$ cat src/rtl/cannon_sequencer.sv
// ---------------------------------------------------------------------------
// cannon_sequencer
//
// Control FSM for a Cannon-style block matrix multiply on a SQRT_P x SQRT_P
// processor grid. A run clears the accumulators, loads the tiles, and then
// does SQRT_P rounds. Each round is a MUL_LAT-cycle multiply window followed
// by an accumulate. A rotate of the A/B tiles separates consecutive rounds.
// All outputs are decoded from registered state only.
//
// Parameters:
//   SQRT_P   grid side and number of multiply/accumulate rounds (1..16)
//   MUL_LAT  cycles the multiply window is held per round (1..15)
//
// Ports:
//   clk          rising-edge clock
//   rst          asynchronous active-high reset
//   start        begin one run; sampled only in IDLE
//   abort        synchronous cancel of a run in progress (beats start)
//   enable_read  load block tiles (READ)
//   clear_sum    zero accumulator tiles (CLEAR)
//   enable_mul   block-multiply window (MUL, MUL_LAT cycles per round)
//   enable_sum   accumulate block products (SUM)
//   enable_shift rotate A along rows, B along columns (SHIFT)
//   busy         high in every state except IDLE
//   done         one-cycle pulse at normal completion (DONE)
//   round        0-based index of the current round
// ---------------------------------------------------------------------------
module cannon_sequencer #(
  parameter int SQRT_P  = 2,
  parameter int MUL_LAT = 1
) (
  input  logic                      clk,
  input  logic                      rst,
  input  logic                      start,
  input  logic                      abort,
  output logic                      enable_read,
  output logic                      clear_sum,
  output logic                      enable_mul,
  output logic                      enable_sum,
  output logic                      enable_shift,
  output logic                      busy,
  output logic                      done,
  output logic [$clog2(SQRT_P):0]   round
);

  localparam int RW = $clog2(SQRT_P) + 1;
  localparam int CW = $clog2(MUL_LAT) + 1;
  localparam logic [RW-1:0] LastRound = RW'(SQRT_P - 1);
  localparam logic [CW-1:0] LastDwell = CW'(MUL_LAT - 1);

  typedef enum logic [2:0] {
    IDLE  = 3'd0,
    CLEAR = 3'd1,
    READ  = 3'd2,
    MUL   = 3'd3,
    SUM   = 3'd4,
    SHIFT = 3'd5,
    DONE  = 3'd6
  } state_t;

  state_t        state_q, state_d;
  logic [RW-1:0] round_q, round_d;
  logic [CW-1:0] dwell_q, dwell_d;

  // State, round index and MUL dwell counter registers. Reset drops
  // everything back to IDLE with both counters cleared.
  always_ff @(posedge clk or posedge rst) begin
    if (rst) begin
      state_q <= IDLE;
      round_q <= '0;
      dwell_q <= '0;
    end else begin
      state_q <= state_d;
      round_q <= round_d;
      dwell_q <= dwell_d;
    end
  end

  // Next-state logic. Abort overrides everything outside IDLE. The dwell
  // counter is zeroed on every path into MUL (from READ and from SHIFT).
  // Inside MUL it counts up to MUL_LAT-1 and then stops, so it cannot wrap.
  // The round index only advances on the SHIFT->MUL edge.
  always_comb begin
    state_d = state_q;
    round_d = round_q;
    dwell_d = dwell_q;
    if (abort && (state_q != IDLE)) begin
      state_d = IDLE;
      round_d = '0;
      dwell_d = '0;
    end else begin
      case (state_q)
        IDLE: begin
          round_d = '0;
          dwell_d = '0;
          if (start && !abort) state_d = CLEAR;
        end
        CLEAR: state_d = READ;
        READ: begin
          state_d = MUL;
          dwell_d = '0;
        end
        MUL: begin
          if (dwell_q == LastDwell) state_d = SUM;
          else                      dwell_d = dwell_q + 1'b1;
        end
        SUM: begin
          if (round_q < LastRound) state_d = SHIFT;
          else                     state_d = DONE;
        end
        SHIFT: begin
          state_d = MUL;
          round_d = round_q + 1'b1;
          dwell_d = '0;
        end
        DONE: begin
          state_d = IDLE;
          round_d = '0;
        end
        default: begin
          state_d = IDLE;
          round_d = '0;
          dwell_d = '0;
        end
      endcase
    end
  end

  // Moore output decode. Each strobe belongs to exactly one state, so the
  // strobes are mutually exclusive.
  always_comb begin
    clear_sum    = 1'b0;
    enable_read  = 1'b0;
    enable_mul   = 1'b0;
    enable_sum   = 1'b0;
    enable_shift = 1'b0;
    done         = 1'b0;
    case (state_q)
      CLEAR:   clear_sum    = 1'b1;
      READ:    enable_read  = 1'b1;
      MUL:     enable_mul   = 1'b1;
      SUM:     enable_sum   = 1'b1;
      SHIFT:   enable_shift = 1'b1;
      DONE:    done         = 1'b1;
      default: ;
    endcase
  end

  assign busy  = (state_q != IDLE);
  assign round = round_q;

endmodule

$ cat config.mk
export PLATFORM = sky130hd
export DESIGN_NAME = cannon_sequencer
export DESIGN_NICKNAME = d
export VERILOG_FILES = /design/src/rtl/cannon_sequencer.sv
export SDC_FILE = /design/constraint.sdc
export NUM_CORES = 1
export LEC_CHECK = 0
export ABC_AREA = 1
export ABC_CLOCK_PERIOD_IN_PS = 3200
export CAP_MARGIN = 0
export CORE_AREA = 3 3 40 42
export DETAILED_ROUTE_END_ITERATION = 6
export DIE_AREA = 0 0 43 45
export DONT_BUFFER_PORTS = 1
export MAX_ROUTING_LAYER = met4
export PLACE_DENSITY = 0.51
export SKIP_CTS_REPAIR_TIMING = 1
export SLEW_MARGIN = 30
export SYNTH_ARGS = -nofsm -noshare
export SYNTH_HDL_FRONTEND = slang
export SYNTH_SLANG_ARGS = --single-unit
$ cat constraint.sdc
create_clock -name clk -period 3.2 [get_ports clk]
set_clock_uncertainty 0.1 [all_clocks]
set_input_delay 0.64 -clock clk [delete_from_list [all_inputs] [get_ports clk]]
set_output_delay 0.64 -clock clk [all_outputs]
set_load 0.01 [all_outputs]
==> summary.txt <==
Logic synthesis
  – Synthesized area per cell: 6.60 um^2
  – Synthesis Warnings: 0
  – Count leader, synth: nand2_1
  – Synth area leader: dfrtp_1
  – Top cells by area, synth: dfrtp_1 35%, nand2_1 14%, nor2_1 13%
  – Seq/Total Area, Yosys: 0.351
  – Ys flop type: dfrtp_1
  – Post-synth EDFFs: 0
  – FF+latch count, synth: 5
  – Post-synth net total: 59
  – Synth Cell Area: 357 um^2
  – Syn Inst Count: 54
  – Post-synthesis async set-or-reset flop share: 1.00
  – Yosys cell types: 14
  – Yosys top cell area share: 0.351
  – Most frequent cells after synthesis: 13 x nand2_1, 12 x nor2_1, 8 x inv_1, 5 x dfrtp_1, 4 x inv_2

Pwr
  – Pwr Density: 1000 nW/um^2
  – Leakage: 0.234 nW
  – Tot Pwr: 0.390 mW
  – Worst vdd ir: 220 uV

Global routing
  – Number of global-route vias before repair: 305
  – Largest net degree at the start of global routing: 9
  – First-pass GRT wire length: 1300 um
  – Antenna violations before repair: 0
  – GRT overflow: 0
  – Total GRT Usage: 0.0990

Min path
  – Worst min path class: input pin to asynchronous set/reset pin

Detailed routing
  – DRT iter0 DRCs: 12
  – Total vias in the final route: 334
  – Drt wl/cell: 10.4 um
  – DRC viols: 0
  – Routed Antenna Nets: 0
  – Post-DR vias/cell: 4.64
  – Final wirelength: 749 um
  – DRT Pass-1 Iters: 4

Timing
  – Final setup vio count: 0
  – Max frequency: 541 MHz
  – Final Cycle Share: 0.577
  – Crit path time final: 1850 ps
  – Final hold vios: 0
  – Worst slew pin tran: 298 ps
  – Final setup margin: 1350 ps
  – Final-report max-slew violation count: 0
  – Max-Slew Margin vs Limit: 0.801
  – RSZ-0062 raised after global routing: false
  – Setup_tns: 0 ps

Placed design
  – Post-DP HPWL: 625 um
  – Final Wtd Congestion: 0.889
  – Placed Cells: 68
  – # port buffers: 0
  – Setup WS pre-CTS: 1610 ps

Clock tree
  – Clock root cell: clkbuf_4
  – CTS tree: yes
  – Clk buf depth: 2
  – Worst skew pair latency: 240 ps
  – Clock transition at the registers of the reported paths: 40 ps
  – Total CTS buffers: 3
  – Clk sink count: 5
  – H-tree Lvls: 1

Final layout
  – Util after Layout: 0.304
  – Inserted Diodes: 0
  – Nets@finish: 63
  – P&R area growth vs syn: 9.47%
  – Final non-filler cell total: 72
  – Layout cell share with drive strength beyond 1: 0.193

Floorplanning
  – Core area: 1280 um^2
  – Starting Density: 0.278
  – FP Rows: 13
  – Die extent in y: 45 um
  – Die area: 1940 um^2
  – # IOs: 13
  – Die width: 43 um

Critical path
  – Worst Path Buf+Inv: 1
  – Critical-path maximum fanout: 5
  – Crit end category: primary output
  – Critical-path cell list: nor2_2, nand2_1, inv_1
  – Worst Path Arrival: 1110 ps
  – CP max stage cell: dfrtp_1
  – Crit path largest cell delay: 430 ps
  – Worst path required time: 2460 ps
  – Startpoint Class: flip-flop
  – CP Class: flip-flop to primary output
  – Worst path top cell family by delay: flip-flops

Run
  – Max Cap Violations: 0

Outcome
  – Outcome: finished clean
[routing by layer]
metal | part of all wire | wire length (um) | GRT usage
met5 | 0 | 0 | -
met1 | 0.41 | 305 | 0.105
met2 | 0.41 | 308 | 0.141
met3 | 0.12 | 89 | 0.0279
met4 | 0.060 | 45 | 0.108
[power by group]
part	total [mW]	internal [mW]	switching [mW]	leakage (nW)
clock network	0.0742	0.0472	0.0270	0.0150
registers	0.125	0.0855	0.0393	0.0672
logic	0.191	0.0586	0.133	0.151
total	0.390	0.191	0.199	0.234
[flip-flops by register name (all words and copies together) (netlist names)]
name and flops:
state_q 3, round 2
[metrics by stage]
step           hold WS, ps  area (um^2)
2_1_floorplan          319          357
3_3_place_gp           357          364
3_5_place_dp           364          364
4_1_cts               92.2          390
5_1_grt                108          390
6_report              92.5          390
[cell usage in the layout, fill, tap and decap left out, drive strengths merged]
master / count
nand3: 3
nand2: 15
clkbuf: 4
dfrtp: 5
nor3: 1
nand4: 1
ha: 1
nand3b: 1
inv: 12
nor2: 13
a21oi: 1
[area by class of cell]
cell class	count	area (um^2)
inverters	12	45.0
well taps	15	18.8
multi-input cells	36	175
fillers	152	895
flip-flops and latches	5	125
clock buffers	4	26.3
[cells by family after synthesis]
| kind of cell | count (synthesis) | synth area share |
|---|---|---|
| fa+ha+maj | 1 | 0.0351 |
| compound gates | 1 | 0.0140 |
| flops | 5 | 0.351 |
| buf+inv | 13 | 0.158 |
| simple gates | 34 | 0.442 |
[path summary, 6_finish.rpt]
kind	start	endpoint	slack, ps	cells after the start
max	state_q[1]$_DFFE_PP0P_	enable_sum	1350	3
min	rst	round[1]$_DFFE_PP0P_	90	1
max reg2reg	round[0]$_DFFE_PP0P_	state_q[0]$_DFFE_PP0P_	1970	6
min reg2reg	round[1]$_DFFE_PP0P_	round[1]$_DFFE_PP0P_	520	2
max in group asynchronous	rst	round[0]$_DFFE_PP0P_	2720	1
min in group clk	abort	round[0]$_DFFE_PP0P_	470	3
(Power assumes the default switching activity.)
